[config.mk]
export PLATFORM = sky130hd
export DESIGN_NAME = alu_divider
export DESIGN_NICKNAME = d
export VERILOG_FILES = /design/src/rtl/alu_divider.sv
export SDC_FILE = /design/constraint.sdc
export NUM_CORES = 1
export LEC_CHECK = 0
export BUFFER_PORTS_ARGS = -buffer_cell sky130_fd_sc_hd__buf_2
export CORE_UTILIZATION = 56
export DETAILED_ROUTE_END_ITERATION = 6
export PLACE_DENSITY = 0.89
export SETUP_SLACK_MARGIN = 0.2
export SKIP_LAST_GASP = 1
export SLEW_MARGIN = 20
export SYNTH_ARGS = -nofsm -noshare
export SYNTH_HDL_FRONTEND = slang
export SYNTH_SLANG_ARGS = --single-unit
[constraint.sdc]
create_clock -name clk -period 2.7 [get_ports clk]
set_input_delay 0.81 -clock clk [delete_from_list [all_inputs] [get_ports clk]]
set_output_delay 0.81 -clock clk [all_outputs]
set_load 0.02 [all_outputs]
[src/rtl/alu_divider.sv]
// Sequential unsigned restoring divider: one quotient bit per clock, with a
// single-cycle short-circuit for a zero divisor.
module alu_divider #(
  parameter int unsigned WIDTH = 8
) (
  input  logic             clk,
  input  logic             rst,
  input  logic             start,
  input  logic [WIDTH-1:0] dividend,
  input  logic [WIDTH-1:0] divisor,
  output logic [WIDTH-1:0] quotient,
  output logic [WIDTH-1:0] remainder,
  output logic             div_by_zero,
  output logic             busy,
  output logic             done
);

  localparam int unsigned CntW = $clog2(WIDTH + 1);

  typedef enum logic [0:0] {StIdle, StRun} state_e;

  state_e           state_q, state_d;
  // Partial remainder never exceeds the divisor after a step, so its top bit
  // is always zero and only WIDTH bits are stored.
  logic [WIDTH-1:0] r_q, r_d;
  logic [WIDTH-1:0] q_q, q_d;
  logic [WIDTH-1:0] d_q, d_d;
  logic [CntW-1:0]  cnt_q, cnt_d;
  logic [WIDTH-1:0] quo_q, quo_d;
  logic [WIDTH-1:0] rem_q, rem_d;
  logic             dbz_q, dbz_d;
  logic             done_q, done_d;

  logic [WIDTH:0]   trial;
  logic [WIDTH:0]   diff;
  logic             fits;

  always_comb begin
    trial = {r_q, q_q[WIDTH-1]};
    diff  = trial - {1'b0, d_q};
    fits  = trial >= {1'b0, d_q};
  end

  always_comb begin
    state_d = state_q;
    r_d     = r_q;
    q_d     = q_q;
    d_d     = d_q;
    cnt_d   = cnt_q;
    quo_d   = quo_q;
    rem_d   = rem_q;
    dbz_d   = dbz_q;
    done_d  = 1'b0;
    case (state_q)
      StIdle: begin
        if (start) begin
          if (divisor == '0) begin
            quo_d  = '1;
            rem_d  = dividend;
            dbz_d  = 1'b1;
            done_d = 1'b1;
          end else begin
            r_d     = '0;
            q_d     = dividend;
            d_d     = divisor;
            cnt_d   = CntW'(WIDTH);
            state_d = StRun;
          end
        end
      end
      StRun: begin
        r_d   = WIDTH'(fits ? diff : trial);
        q_d   = {q_q[WIDTH-2:0], fits};
        cnt_d = cnt_q - CntW'(1);
        if (cnt_q == CntW'(1)) begin
          quo_d   = q_d;
          rem_d   = r_d;
          dbz_d   = 1'b0;
          done_d  = 1'b1;
          state_d = StIdle;
        end
      end
      default: state_d = StIdle;
    endcase
  end

  always_ff @(posedge clk or negedge rst) begin
    if (!rst) begin
      state_q <= StIdle;
      r_q     <= '0;
      q_q     <= '0;
      d_q     <= '0;
      cnt_q   <= '0;
      quo_q   <= '0;
      rem_q   <= '0;
      dbz_q   <= 1'b0;
      done_q  <= 1'b0;
    end else begin
      state_q <= state_d;
      r_q     <= r_d;
      q_q     <= q_d;
      d_q     <= d_d;
      cnt_q   <= cnt_d;
      quo_q   <= quo_d;
      rem_q   <= rem_d;
      dbz_q   <= dbz_d;
      done_q  <= done_d;
    end
  end

  assign quotient    = quo_q;
  assign remainder   = rem_q;
  assign div_by_zero = dbz_q;
  assign busy        = (state_q == StRun);
  assign done        = done_q;

endmodule

# Word level (Yosys, flattened, before mapping)
# Cells that the tools add are included.
[word_totals]
reg_bits = 47
inputBits = 19
out_inout_bits = 19
[classes]
n_addsub = 2
magnitude_cmp = 1
eq_ne = 5
muxes = 30
bitwise_logic = 2
reduce_logical = 4
[op_table]
columns = ["op", "count"]
rows = [
  ["8-bit 2-to-1 mux", 11],
  ["8-bit case mux with 2 select lines", 4],
  ["9-bit by 8-bit greater-or-equal comparator with 1-bit output", 1],
  ["1-bit 2-to-1 mux", 9],
  ["8-bit zero test", 1],
  ["4-bit 2-to-1 mux", 2],
  ["4-bit case mux with 2 select lines", 1],
  ["8-bit subtractor", 1],
  ["2-bit inequality test (second input constant)", 3],
  ["1-bit case mux with 2 select lines", 3],
  ["3-bit AND reduction", 2],
  ["4-bit by 1-bit == test with 1-bit output (second input constant)", 1],
  ["4-bit by 1-bit subtractor with 4-bit output (second input constant)", 1],
  ["2-bit by 1-bit inequality test with 1-bit output (second input constant)", 1],
  ["1-bit NOT", 2],
  ["2-bit AND reduction", 1],
]

# Longest topological paths before layout
[depth]
depth_word = 4
mapped_depth = 10
depth_no_buf = 10

# Worst setup path before layout
# Ideal clock, no wire load.
[synth_timing]
path_type = "input -> register"
start = "input port divisor[1]"
end = "register cnt_q[3]"
setup_ns = 0.133
arrival_time_ns = 2.014
required_time_ns = 2.567
slack_ns = 0.553
path_stages = 7
path_buffers = 1
cell_sequence = "nor4_1 nand2_1 a21oi_1 nor2_1 clkbuf_1 nor3_1 a21oi_1"
[synth_via]
elab_chain_len = 3
[synth_lines]
columns = ["item", "line", "source"]
rows = [
  ["start: declaration", "10", "input logic [WIDTH-1:0] divisor,"],
  ["8-bit zero test", "57", "if (divisor == '0) begin"],
  ["2-bit inequality test (no source line)", "n/a", ""],
  ["2-bit AND reduction (no source line)", "n/a", ""],
  ["end signal: assignment", "103", "cnt_q <= cnt_d;"],
  ["end: declaration", "28", "logic [CntW-1:0] cnt_q, cnt_d;"],
]
# Every way passes these cells.
# A chain may end at the register's enable or synchronous reset.

# Final worst setup path
[layout_timing]
start = "register q_q[7]"
end = "register r_q[6]"
[layout_via]
elab_chain_len = 3
word_cells_on_any_way = 4
classes_between = "add/sub (1); order compare (1); mux (2)"
[layout_lines]
columns = ["item", "line", "source"]
rows = [
  ["start: declaration", "26", "logic [WIDTH-1:0] q_q, q_d;"],
  ["start signal: assignment", "101", "q_q <= q_d;"],
  ["8-bit subtractor / 9-bit by 8-bit greater-or-equal comparator with 1-bit output (equally long branches)", "40, 41", ""],
  ["8-bit 2-to-1 mux (*)", "72", "r_d = WIDTH'(fits ? diff : trial);"],
  ["8-bit case mux with 2 select lines (*)", "54", "case (state_q)"],
  ["end signal: assignment", "100", "r_q <= r_d;"],
  ["end: declaration", "25", "logic [WIDTH-1:0] r_q, r_d;"],
]
# Every way passes the cells marked *; elsewhere a longest branch is shown, timed or not.

==> flow_results.xml <==
<?xml version="1.0" encoding="UTF-8"?>
<metrics>
  <group name="synth">
    <metric name="yosys_synthesis_warning_count" unit="">0</metric>
    <metric name="ys_seq_area_frac" unit="">0.508</metric>
    <metric name="synth_top_family_by_area" unit="">compound AO/OA/AOI/OAI gates</metric>
    <metric name="synth_top_cells_by_area" unit="">sky130_fd_sc_hd__dfrtp_1, sky130_fd_sc_hd__nand2_1, sky130_fd_sc_hd__ha_1</metric>
    <metric name="synth.cell_area" unit="sq um">2310</metric>
    <metric name="synth-seq-cells" unit="">47</metric>
    <metric name="post-synth-top-count-cell" unit="">sky130_fd_sc_hd__dfrtp_1</metric>
    <metric name="synth_area_in_adders" unit="">0.0627</metric>
    <metric name="synth_top_cells_by_count" unit="">sky130_fd_sc_hd__dfrtp_1, sky130_fd_sc_hd__nand2_1, sky130_fd_sc_hd__o21ai_0</metric>
    <metric name="synth-main-ff-cell" unit="">sky130_fd_sc_hd__dfrtp_1</metric>
    <metric name="post-synth-top-area-cell" unit="">sky130_fd_sc_hd__dfrtp_1</metric>
    <metric name="ys_types" unit="">39</metric>
    <metric name="synthXorXnorAreaFrac" unit="">0.0189</metric>
    <metric name="synth-async-reset-ratio" unit="">1.00</metric>
    <metric name="synthesis.instances" unit="">235</metric>
    <metric name="synth_compound_gate_area_share" unit="">0.193</metric>
    <metric name="synth_simple_gate_area_share" unit="">0.119</metric>
    <metric name="synth.top_cell.area_share" unit="">0.508</metric>
    <metric name="syn_avg_cell_area" unit="sq um">9.84</metric>
    <metric name="post_synthesis_net_count" unit="">265</metric>
    <metric name="yosys-mux-area-fraction" unit="">0.0498</metric>
    <metric name="synth_edf_count" unit="">0</metric>
  </group>
  <group name="sta">
    <metric name="report.final.slew_viol_count" unit="">0</metric>
    <metric name="fin_worst_hold_slack" unit="ns">0.492</metric>
    <metric name="report.final.hold_viol_count" unit="">0</metric>
    <metric name="fin_tns_setup" unit="ns">0</metric>
    <metric name="timing.clock.skew" unit="ns">0.00571</metric>
    <metric name="final.min_clock_period" unit="ns">2.33</metric>
    <metric name="finalSetupViolCount" unit="">0</metric>
    <metric name="final_critical_path_setup_slack" unit="ns">0.366</metric>
    <metric name="maxSlewHeadroom" unit="">0.320</metric>
    <metric name="grt_setup_unrepaired" unit="">false</metric>
    <metric name="fin_crit_sh" unit="">0.864</metric>
    <metric name="maxClockFrequency" unit="MHz">428</metric>
    <metric name="tightestPinTransition" unit="ns">1.01</metric>
  </group>
  <group name="global_routing">
    <metric name="grt_pass1_wl" unit="mm">9.09</metric>
    <metric name="vias_in_the_first_global_route" unit="">1971</metric>
    <metric name="antenna_violations_before_repair" unit="">0</metric>
    <metric name="grt_overflow" unit="">0</metric>
    <metric name="global_route.usage.total" unit="">0.282</metric>
    <metric name="grt_start_max_net_pins" unit="">35</metric>
  </group>
  <group name="floorplanning">
    <metric name="die_boundary_width" unit="um">66.3</metric>
    <metric name="std_cell_rows" unit="">22</metric>
    <metric name="core" unit="sq um">3800</metric>
    <metric name="floorplan.initialDensity" unit="">0.609</metric>
    <metric name="fp.dieArea" unit="sq um">4390</metric>
    <metric name="die-height" unit="um">66.3</metric>
    <metric name="ioPinCount" unit="">38</metric>
  </group>
  <group name="min_path">
    <metric name="hold_path_class" unit="">flop to flop</metric>
  </group>
  <group name="clocking">
    <metric name="cts_hold_repair.buffers" unit="">0</metric>
    <metric name="cts_buffers" unit="">5</metric>
    <metric name="cts.repair_timing.setup_buffer_count" unit="">0</metric>
    <metric name="htree_num_levels" unit="">2</metric>
    <metric name="clock_tree.buffer_depth" unit="">2</metric>
    <metric name="worst_setup_hold_path_clk_slew" unit="ns">0.09</metric>
    <metric name="clock_tree_from_tritoncts" unit="">done</metric>
    <metric name="worst_skew_pair_latency" unit="ns">0.30</metric>
    <metric name="clockRootBuffer" unit="">sky130_fd_sc_hd__clkbuf_8</metric>
    <metric name="numClockSinks" unit="">47</metric>
  </group>
  <group name="route">
    <metric name="finalWirelength" unit="mm">5.32</metric>
    <metric name="drc" unit="">0</metric>
    <metric name="first_pass_iters" unit="">4</metric>
    <metric name="via_count" unit="">1924</metric>
    <metric name="detail_route.wl_per_cell" unit="um">16.5</metric>
    <metric name="detail_route.vias_per_cell" unit="">5.98</metric>
    <metric name="first_iter_violations" unit="">187</metric>
    <metric name="final_antenna_net_count" unit="">0</metric>
  </group>
  <group name="power_and_ir_drop">
    <metric name="cellLeakagePower" unit="uW">0.00123</metric>
    <metric name="power_per_cell_area" unit="nW/um^2">1550</metric>
    <metric name="largest_vdd_supply_drop" unit="mV">0.747</metric>
    <metric name="design_power_total" unit="uW">4120</metric>
  </group>
  <group name="worst_setup_path">
    <metric name="worst_setup_path_end_kind" unit="">flop</metric>
    <metric name="cp_data_arrival_time" unit="ns">2.54</metric>
    <metric name="max_stage_delay" unit="ns">0.43</metric>
    <metric name="timing_worst_setup_path_type" unit="">flop to flop</metric>
    <metric name="cp.required" unit="ns">2.90</metric>
    <metric name="crit_path_frequent_cell" unit="">sky130_fd_sc_hd__inv_1</metric>
    <metric name="crit_path_max_fanout" unit="">2</metric>
    <metric name="start_kind" unit="">flop</metric>
    <metric name="cp_slowest_cell" unit="">sky130_fd_sc_hd__fa_1</metric>
    <metric name="cpLargestDelayFamily" unit="">compound AO/OA/AOI/OAI gates</metric>
    <metric name="critical_path_buf_inv_count" unit="">2</metric>
    <metric name="worstPathCellList" unit="">inv_1, ha_1, inv_1, fa_1, a211oi_2, o21ai_0, a21oi_1, xnor2_1, mux2_2, a22o_1</metric>
  </group>
  <group name="layout">
    <metric name="num-fill-cells" unit="">287</metric>
    <metric name="final_core_util" unit="">0.701</metric>
    <metric name="flow.area_growth_from_synthesis" unit="%">15.1</metric>
    <metric name="antenna_cells_inserted" unit="">0</metric>
    <metric name="proportion_of_layout_cells_with_a_drive_suffix_above_1" unit="">0.223</metric>
    <metric name="nets" unit="">303</metric>
  </group>
  <group name="run_status">
    <metric name="outcome" unit="">complete, no violations</metric>
  </group>
  <group name="placed_design">
    <metric name="place.gp.congestion" unit="">0.892</metric>
    <metric name="placement.io_buffers" unit="">37</metric>
    <metric name="post-place-ws" unit="ns">0.0627</metric>
    <metric name="place_hpwl" unit="mm">3.83</metric>
  </group>
  <group name="run">
    <metric name="drv.max_cap_violation_count" unit="">0</metric>
  </group>
</metrics>
[report_power, final]
group / switching, uW / internal (uW)
Sequential: 236 / 1080
Clock: 243 / 209
Combinational: 1390 / 972
Total: 1870 / 2260
[registers in the layout (all words and copies together), names as in the netlist]
register     flops
quotient         8
done             1
remainder        8
busy             1
cnt_q            4
div_by_zero      1
q_q              8
r_q              8
d_q              8
[placed cells by master (no fill, tap or decap), types with 3 or more instances in the layout]
master	n
sky130_fd_sc_hd__o21ai_0	21
sky130_fd_sc_hd__clkbuf_8	6
sky130_fd_sc_hd__or3_1	3
sky130_fd_sc_hd__buf_2	37
sky130_fd_sc_hd__o22a_1	7
sky130_fd_sc_hd__mux2i_1	7
sky130_fd_sc_hd__xor2_1	3
sky130_fd_sc_hd__o22ai_1	3
sky130_fd_sc_hd__a21oi_1	12
sky130_fd_sc_hd__o21ai_1	5
sky130_fd_sc_hd__nand2_1	39
sky130_fd_sc_hd__nor2_1	11
sky130_fd_sc_hd__ha_1	10
sky130_fd_sc_hd__buf_4	5
sky130_fd_sc_hd__mux2_2	4
sky130_fd_sc_hd__nor4_1	3
sky130_fd_sc_hd__inv_1	14
sky130_fd_sc_hd__dfrtp_1	47
sky130_fd_sc_hd__a22oi_1	5
[final cells by class]
type	instances	area, sq um	share of cell area
sequential	47	1180	0.442
multi-input combinational	161	1040	0.392
timing repair buffer	42	223	0.0836
clock buffer	6	82.6	0.0310
inverter	16	61.3	0.0230
tap	48	60.1	0.0226
clock inverter	2	16.3	0.00611
[layer usage]
| layer | share of wire | global-route usage |
|---|---|---|
| met1 | 0.42 | 0.347 |
| met2 | 0.50 | 0.469 |
| met3 | 0.044 | 0.0483 |
| met4 | 0.027 | 0.149 |
| met5 | 0 | 0 |
[path summary, 6_finish.rpt]
| path | from | end | slack (ns) | cells after the start |
|---|---|---|---|---|
| min in group asynchronous | rst | cnt_q[0]$_DFFE_PN0P_ | 0.56 | 1 |
| max | q_q[7]$_DFFE_PN0P_ | r_q[6]$_DFFE_PN0P_ | 0.37 | 10 |
| min reg2reg | quotient[4]$_DFFE_PN0P_ | quotient[4]$_DFFE_PN0P_ | 0.49 | 1 |
| max in group asynchronous | rst | d_q[5]$_DFFE_PN0P_ | 1.51 | 2 |
| min | quotient[4]$_DFFE_PN0P_ | quotient[4]$_DFFE_PN0P_ | 0.49 | 1 |
| max reg2reg | q_q[7]$_DFFE_PN0P_ | r_q[6]$_DFFE_PN0P_ | 0.37 | 10 |
[logic make-up after synthesis]
logic type      after synthesis
flops                        47
compound gates               70
fa+ha+maj                    11
buf+inv                      27
mux                          11
xor+xnor                      5
simple gates                 64
[metrics by stage]
step,area (sq um),cells
after CTS,2650,322
after floorplan,2310,235
final,2660,322
after global routing,2660,322
after global placement,2540,314
after detailed placement,2550,314
[what timing repair did]
action / 4_1_cts / 5_1_grt
cloned: 0 / 0
pin swaps: 0 / 0
setup endpoints to repair: 16 / 3
resized for setup: 1 / 2
Note: power is estimated with default switching activity, not from simulation.
